File: src/rtl/axi_read_arbiter_pkg.sv
// Shared types for the two-port AXI read arbiter.
// Port numbering and arbiter state encoding.
package axi_read_arbiter_pkg;

  localparam int ARB_PORTS = 2;
  localparam int PORT_IF   = 0;
  localparam int PORT_LS   = 1;

  typedef enum logic [1:0] {
    ARB_IDLE,
    ARB_BUSY,
    ARB_RELEASE
  } arb_state_e;

endpackage

File: src/rtl/axi_read_arbiter_rr_pick2.sv
// Two-way round-robin pick.
// With both ports requesting, the one not served last wins.
module rr_pick2 (
  input  logic [1:0] req,
  input  logic       last,
  output logic       grant,
  output logic       any
);

  always_comb begin
    any   = |req;
    grant = 1'b0;
    if (req == 2'b11)
      grant = ~last;
    else if (req[1])
      grant = 1'b1;
  end

endmodule

File: src/rtl/axi_read_arbiter.sv
// Round-robin merge of fetch and load/store reads onto one
// axi_read_master ctrl port; routes beats and done back.
import axi_read_arbiter_pkg::*;

module axi_read_arbiter #(
  parameter int ADDR_W = 32,
  parameter int DATA_W = 32,
  parameter int LEN_W  = 8
) (
  input  logic                             clk,
  input  logic                             rst_n,
  input  logic [ARB_PORTS-1:0]             req_i,
  input  logic [ARB_PORTS-1:0][ADDR_W-1:0] addr_i,
  input  logic [ARB_PORTS-1:0][LEN_W-1:0]  len_i,
  output logic [DATA_W-1:0]                rdata_o,
  output logic [ARB_PORTS-1:0]             rvalid_o,
  output logic [ARB_PORTS-1:0]             done_o,
  output logic                             m_read_req,
  output logic [ADDR_W-1:0]                m_read_addr,
  output logic [LEN_W-1:0]                 m_read_len,
  input  logic [DATA_W-1:0]                m_read_data,
  input  logic                             m_read_data_valid,
  input  logic                             m_read_done
);

  arb_state_e state_q;
  arb_state_e state_d;

  logic                 grant_q;
  logic                 last_q;
  logic [ADDR_W-1:0]    addr_q;
  logic [LEN_W-1:0]     len_q;
  logic [ARB_PORTS-1:0] done_q;

  logic pick;
  logic any;
  logic load;
  logic finish;
  logic busy;

  rr_pick2 u_pick (
    .req   (req_i),
    .last  (last_q),
    .grant (pick),
    .any   (any)
  );

  always_ff @(posedge clk or negedge rst_n) begin
    if (!rst_n)
      state_q <= ARB_IDLE;
    else
      state_q <= state_d;
  end

  // RELEASE ignores m_read_done so a level-style done
  // cannot finish a second, never-issued burst.
  always_comb begin
    state_d = state_q;
    load    = 1'b0;
    finish  = 1'b0;
    unique case (state_q)
      ARB_IDLE: begin
        if (any) begin
          load    = 1'b1;
          state_d = ARB_BUSY;
        end
      end
      ARB_BUSY: begin
        if (m_read_done) begin
          finish  = 1'b1;
          state_d = ARB_RELEASE;
        end
      end
      ARB_RELEASE: state_d = ARB_IDLE;
      default:     state_d = ARB_IDLE;
    endcase
  end

  always_ff @(posedge clk or negedge rst_n) begin
    if (!rst_n) begin
      grant_q <= 1'b0;
      last_q  <= 1'b1;
      addr_q  <= '0;
      len_q   <= '0;
      done_q  <= '0;
    end else begin
      done_q <= '0;
      if (load) begin
        grant_q <= pick;
        addr_q  <= addr_i[pick];
        len_q   <= len_i[pick];
      end
      if (finish) begin
        done_q[grant_q] <= 1'b1;
        last_q          <= grant_q;
      end
    end
  end

  assign busy        = (state_q == ARB_BUSY);
  assign m_read_req  = busy;
  assign m_read_addr = addr_q;
  assign m_read_len  = len_q;
  assign done_o      = done_q;
  assign rdata_o     = busy ? m_read_data : '0;

  always_comb begin
    rvalid_o = '0;
    if (busy && m_read_data_valid)
      rvalid_o[grant_q] = 1'b1;
  end

endmodule

File: config.mk
export PLATFORM = sky130hd
export DESIGN_NAME = axi_read_arbiter
export DESIGN_NICKNAME = d
export VERILOG_FILES = /design/src/rtl/axi_read_arbiter_pkg.sv /design/src/rtl/axi_read_arbiter_rr_pick2.sv /design/src/rtl/axi_read_arbiter.sv
export SDC_FILE = /design/constraint.sdc
export NUM_CORES = 1
export LEC_CHECK = 0
export CAP_MARGIN = 25
export CORE_AREA = 10 10 111 113
export CTS_BUF_LIST = sky130_fd_sc_hd__clkbuf_8
export CTS_CLUSTER_DIAMETER = 150
export CTS_CLUSTER_SIZE = 12
export DETAILED_ROUTE_END_ITERATION = 16
export DIE_AREA = 0 0 121 123
export GPL_ROUTABILITY_DRIVEN = 0
export MAX_ROUTING_LAYER = met4
export PLACE_DENSITY_LB_ADDON = 0.25
export SYNTH_ARGS = -nofsm -noshare
export SYNTH_HDL_FRONTEND = slang
export SYNTH_HIERARCHICAL = 1
export SYNTH_SLANG_ARGS = --single-unit
File: constraint.sdc
create_clock -name clk -period 1.4 [get_ports clk]
set_clock_uncertainty 0.1 [all_clocks]
set_input_delay 0.28 -clock clk [delete_from_list [all_inputs] [get_ports clk]]
set_output_delay 0.28 -clock clk [all_outputs]
set_load 0.01 [all_outputs]
**After elaboration in Yosys (flattened, before gate mapping)**

Cells that the tools add are included.

- Word-level logic and storage cells: 37
- Input bits: 118
- Register bits: 46
- Output and inout port bits: 77

- Equality and inequality tests: 4
- Reduce and logical (&&, ||, !) cells: 5
- Mux-type cells: 18
- Bitwise operators: 1
- Order comparisons: 3

Operators with widths:

| operator | number |
|---|---|
| 32-bit 2-to-1 mux | 3 |
| 8-bit 2-to-1 mux | 2 |
| 2-bit 2-to-1 mux | 4 |
| 1-bit 2-to-1 mux | 7 |
| 1-bit by 2-bit less-than comparator with 1-bit output (second input constant) | 2 |
| 2-bit != test (second input constant) | 2 |
| 2-bit case mux with 2 select lines | 1 |
| 2-bit by 1-bit == test with 1-bit output (second input constant) | 1 |
| 2-bit == test (second input constant) | 1 |
| 1-bit logical AND | 2 |
| 2-bit logical NOT | 1 |
| 2-bit AND reduction | 1 |
| 2-bit OR reduction | 1 |
| 1-bit demux with 1-bit select | 1 |
| 1-bit greater-or-equal comparator (second input constant) | 1 |
| 1-bit NOT | 1 |

**Depth between registers and ports, before layout**

- Depth in word-level cells: 5
- Depth in mapped cells: 5
- Depth with buffers taken out: 3

**By module**

The synthesis kept the hierarchy.

By module, submodules not included:

| module | sequential area each (um^2) | area an instance (um^2) | instances | cells each |
|---|---|---|---|---|
| axi_read_arbiter | 1152.4 | 2461.1 | 1 | 183 |
| rr_pick2 | 0.0 | 13.8 | 1 | 2 |

**Worst setup path before layout**

Ideal clock, no wire load.

- Path type: register to register
- From: reg last_q
- To: reg addr_q[11], in the netlist m_read_addr[11]
- Library setup time: 0.125 ns
- Path buffers: 2
- Data required time: 1.175 ns
- Slack: -0.175 ns
- Arrival: 1.351 ns
- Cell stages (with the launch flop): 6
- Period minus slack after synthesis: 1.575 ns
- Cell sequence: dfstp_2 a21boi_1 buf_2 buf_6 mux2_2 mux2_2

- Word-level cells in the longest chain between the ends: 4

RTL lines:

| element | RTL line | text |
|---|---|---|
| from (decl) | axi_read_arbiter.sv:30 | `logic last_q;` |
| from (signal assigned) | axi_read_arbiter.sv:95 | `last_q <= grant_q;` |
| 1-bit NOT | axi_read_arbiter_rr_pick2.sv:14 | `grant = ~last;` |
| 1-bit 2-to-1 mux | axi_read_arbiter_rr_pick2.sv:13 | `if (req == 2'b11)` |
| net pick | axi_read_arbiter.sv:35 | `logic pick;` |
| 32-bit 2-to-1 mux (not written as such) (2 in series) | axi_read_arbiter.sv:90 | `addr_q <= addr_i[pick];` |
| to (signal assigned) | axi_read_arbiter.sv:90 |  |
| to (decl) | axi_read_arbiter.sv:31 | `logic [ADDR_W-1:0] addr_q;` |

The timed path passes the listed nets, and every way through them passes these cells. The select of a mux whose other input is x is not followed.
A chain may end at the register's enable or synchronous reset.

**Worst setup path in the final report**

- From: reg state_q[1]
- To: out rvalid_o[1]

- Word-level cells in the longest chain between the ends: 3

RTL lines:

| element | RTL line | text |
|---|---|---|
| from (decl) | axi_read_arbiter.sv:26 | `arb_state_e state_q;` |
| from (signal assigned) | axi_read_arbiter.sv:52 | `state_q <= state_d;` |
| 2-bit by 1-bit == test with 1-bit output | axi_read_arbiter.sv:100 | `assign busy = (state_q == ARB_BUSY);` |
| 1-bit logical AND | axi_read_arbiter.sv:109 | `if (busy && m_read_data_valid)` |
| 2-bit 2-to-1 mux | axi_read_arbiter.sv:109 |  |
| to (decl) | axi_read_arbiter.sv:16 | `output logic [ARB_PORTS-1:0] rvalid_o,` |

No other way between the ends.

==> run_summary.xml <==
<?xml version="1.0" encoding="UTF-8"?>
<metrics>
  <group name="timing">
    <metric name="final_critical_delay_including_setup_and_external_delays" unit="ns">1.769</metric>
    <metric name="worstMarginPinSlew" unit="ns">0.1880</metric>
    <metric name="period_share" unit="%">126.4</metric>
    <metric name="max_slew_margin" unit="%">87.45</metric>
    <metric name="max_clock_freq" unit="MHz">565.2</metric>
    <metric name="setup_viol" unit="">76</metric>
    <metric name="finalSetupTns" unit="ns">-23.24</metric>
    <metric name="timing_max_transition_violations_final" unit="">0</metric>
    <metric name="worst_slack" unit="ns">-0.3691</metric>
    <metric name="rsz0062_at_grt" unit="">true</metric>
    <metric name="finalHoldViolCount" unit="">0</metric>
  </group>
  <group name="global_route">
    <metric name="grt_antenna_before_repair" unit="">0</metric>
    <metric name="grt_most_used_layer" unit="">met2</metric>
    <metric name="groute.usage.overall" unit="%">12.85</metric>
    <metric name="globalRoute.totalOverflow" unit="">0</metric>
    <metric name="groute.layer.met3.usage" unit="%">4.512</metric>
    <metric name="grtUsageMet2" unit="%">22.93</metric>
    <metric name="first_global_vias" unit="">2609</metric>
    <metric name="grt_max_degree" unit="">24</metric>
    <metric name="wire_length_of_the_first_global_routing_pass" unit="mm">14.62</metric>
    <metric name="gr-usage-met1" unit="%">13.52</metric>
  </group>
  <group name="clock_tree">
    <metric name="cts-root-buf" unit="">sky130_fd_sc_hd__clkbuf_8</metric>
    <metric name="cts_sinks" unit="">46</metric>
    <metric name="tritoncts_buffer_count" unit="">5</metric>
    <metric name="worstSkewPairLatency" unit="ns">0.29</metric>
    <metric name="h-tree-depth" unit="">2</metric>
    <metric name="cts_tree" unit="">done</metric>
    <metric name="clkTransAtPathRegs" unit="ns">0.09</metric>
    <metric name="maximum_clock_path_buffer_count" unit="">2</metric>
  </group>
  <group name="status">
    <metric name="status" unit="">finished with violations</metric>
    <metric name="violations" unit="">negative setup slack</metric>
  </group>
  <group name="routing">
    <metric name="drt_pass1_iterations" unit="">4</metric>
    <metric name="vias" unit="">2299</metric>
    <metric name="mean_routed_wirelength_per_cell" unit="um">19.11</metric>
    <metric name="drt_first_iter_violations" unit="">52</metric>
    <metric name="drt.antenna.violating_nets" unit="">0</metric>
    <metric name="vias_per_cell" unit="">4.234</metric>
    <metric name="post-route-drc-count" unit="">0</metric>
    <metric name="totalWireLength" unit="mm">10.38</metric>
  </group>
  <group name="floorplan">
    <metric name="die_area" unit="um2">14880</metric>
    <metric name="die_w" unit="um">121</metric>
    <metric name="core_area" unit="um2">10140</metric>
    <metric name="die_height" unit="um">123</metric>
    <metric name="effective_utilization_at_floorplan" unit="%">24.41</metric>
    <metric name="ioPinCount" unit="">195</metric>
    <metric name="std_cell_rows" unit="">37</metric>
  </group>
  <group name="pwr">
    <metric name="power_leakage" unit="nW">2.406</metric>
    <metric name="design_power_total" unit="W">0.009050</metric>
    <metric name="ir_drop" unit="uV">775.1</metric>
    <metric name="power-per-cell-area" unit="nW/um2">1741</metric>
  </group>
  <group name="setup_path">
    <metric name="critPathCaptureType" unit="">output port</metric>
    <metric name="worst_ep_required_time" unit="ns">1.02</metric>
    <metric name="arrival" unit="ns">1.39</metric>
    <metric name="worstSetupPathType" unit="">flip-flop to output port</metric>
    <metric name="timing.critical_path.from_type" unit="">flip-flop</metric>
    <metric name="worstPathMaxFanout" unit="">5</metric>
  </group>
  <group name="logic_synthesis">
    <metric name="syn_area_per_cell" unit="um2">13.38</metric>
    <metric name="postSynthRegisterBits" unit="">46</metric>
    <metric name="yosysTopAreaCellShare" unit="%">45.50</metric>
    <metric name="netlist_area_before_placement" unit="um2">2475</metric>
    <metric name="yosys.area.top_type" unit="">sky130_fd_sc_hd__dfrtp_1</metric>
    <metric name="synth-main-ff-cell" unit="">sky130_fd_sc_hd__dfrtp_1</metric>
    <metric name="post_synthesis_instance_total" unit="">185</metric>
    <metric name="synth.net_count" unit="">303</metric>
    <metric name="yosys_warnings" unit="">6</metric>
    <metric name="synth_most_common_cell" unit="">sky130_fd_sc_hd__mux2_2</metric>
    <metric name="synth_enable_flop_cells" unit="">0</metric>
    <metric name="ys_types" unit="">18</metric>
    <metric name="yosysSeqAreaShare" unit="%">46.56</metric>
    <metric name="synth_top_cells_by_count" unit="">sky130_fd_sc_hd__mux2_2, sky130_fd_sc_hd__dfrtp_1, sky130_fd_sc_hd__and2_1</metric>
    <metric name="synth_top_cells_by_area" unit="">sky130_fd_sc_hd__dfrtp_1, sky130_fd_sc_hd__mux2_2, sky130_fd_sc_hd__and2_1, sky130_fd_sc_hd__buf_6, sky130_fd_sc_hd__dfstp_2</metric>
    <metric name="synth_async_reset_ratio" unit="%">100.0</metric>
  </group>
  <group name="placed_design">
    <metric name="dpl.cell_count" unit="">514</metric>
    <metric name="dpl_worst_slack" unit="ns">-0.6596</metric>
    <metric name="port-buffer-count" unit="">194</metric>
    <metric name="dp_hpwl" unit="mm">7.488</metric>
  </group>
  <group name="cells_and_area">
    <metric name="fin_nets" unit="">524</metric>
    <metric name="area_growth" unit="%">110.1</metric>
    <metric name="layoutNonFillerInstCount" unit="">543</metric>
    <metric name="num_antenna_cells" unit="">0</metric>
    <metric name="final_layout_size_suffix_gt1_share" unit="%">43.24</metric>
  </group>
  <group name="worst_hold_path">
    <metric name="hold_class" unit="">primary input to asynchronous set/reset pin</metric>
  </group>
  <group name="job">
    <metric name="drv.max_cap_violation_count" unit="">0</metric>
  </group>
</metrics>
==> power by group <==
group | leakage, nW | total, W | switching (W) | internal (W)
logic | 1.81 | 0.00571 | 0.00215 | 0.00356
clock network | 0.0585 | 0.00100 | 0.000469 | 0.000536
registers | 0.541 | 0.00233 | 0.000329 | 0.00201
==> metrics by stage <==
step / utilization, % / hold slack (ns) / cell area, um2
3_3_place_gp: 45.74 / 0.01891 / 4637
3_5_place_dp: 45.74 / 0.02653 / 4637
6_report: 51.28 / 0.2380 / 5199
2_1_floorplan: - / -0.1156 / 2486
5_1_grt: 51.28 / 0.2402 / 5199
4_1_cts: 48.16 / 0.2251 / 4882
==> cells by family after synthesis <==
group	after synthesis	share of synthesized area, %
and+or+nand+nor	40	10.67
AOI/OAI and AO/OA	2	0.6069
buffers and inverters	15	4.854
DFF	46	46.56
muxes	82	37.31
==> timing repair <==
item / in CTS / in global routing
buffers inserted: 8 / 4
cloned: 7 / 2
pin swaps: 0 / 8
resized for setup: 213 / 78
hold buffers: 1 / 0
endpoints found under the hold margin: 45 / 0
setup endpoints to repair: 119 / 88
==> cell type report <==
cell class	instances	area, um2
Multi-Input combinational cell	124	1439
Tap cell	136	170.2
Clock inverter	3	43.79
Inverter	2	7.507
Sequential cell	46	1152
Fill cell	906	4940
Clock buffer	5	68.82
Timing Repair Buffer	227	2317
==> registers in the layout, summed over array words and instances, names as in the netlist <==
signal / cells
grant_q: 1
m_read_addr: 32
m_read_len: 8
done_o: 2
state_q: 2
last_q: 1
==> cells in the final DEF (no fill, tap or decap), types with 2 or more instances in the layout <==
cell type / instances
sky130_fd_sc_hd__clkdlybuf4s15_1: 11
sky130_fd_sc_hd__mux2_4: 48
sky130_fd_sc_hd__mux2_2: 34
sky130_fd_sc_hd__buf_12: 6
sky130_fd_sc_hd__buf_16: 6
sky130_fd_sc_hd__clkbuf_16: 2
sky130_fd_sc_hd__and2_4: 13
sky130_fd_sc_hd__buf_4: 12
sky130_fd_sc_hd__dfrtp_1: 45
sky130_fd_sc_hd__clkbuf_8: 5
sky130_fd_sc_hd__dlygate4sd2_1: 33
sky130_fd_sc_hd__clkdlybuf4s50_1: 114
sky130_fd_sc_hd__buf_6: 21
sky130_fd_sc_hd__and2_1: 19
sky130_fd_sc_hd__buf_2: 21
sky130_fd_sc_hd__inv_1: 2
==> final timing paths <==
| kind | from | end | slack, ns | cells after the start |
|---|---|---|---|---|
| min in group clk | m_read_addr[26] | m_read_addr[26] | 0.40 | 1 |
| max reg2reg | state_q[1] | m_read_len[2] | -0.32 | 6 |
| max | state_q[1] | rvalid_o[1] | -0.37 | 5 |
| min | rst_n | m_read_addr[28] | 0.24 | 2 |
| max in group asynchronous | rst_n | last_q | 0.51 | 3 |
| min reg2reg | m_read_addr[26] | m_read_addr[26] | 0.40 | 1 |
==> metal layers <==
layer	vias to the layer above	share of wire (%)	wire length, um
li1	1081	-	-
met1	1085	40	4174
met2	127	50	5178
met3	6	8.9	926
met4	0	0.93	97
met5	-	0	0
==> critical path, stage by stage, from the launching register on <==
cell and delay [ns]:
sky130_fd_sc_hd__dfrtp_1 0.42, sky130_fd_sc_hd__nor2b_4 0.13, sky130_fd_sc_hd__buf_6 0.14, sky130_fd_sc_hd__buf_12 0.12, sky130_fd_sc_hd__and3_4 0.18, sky130_fd_sc_hd__buf_6 0.10
Note: power is estimated with default switching activity, not from simulation.
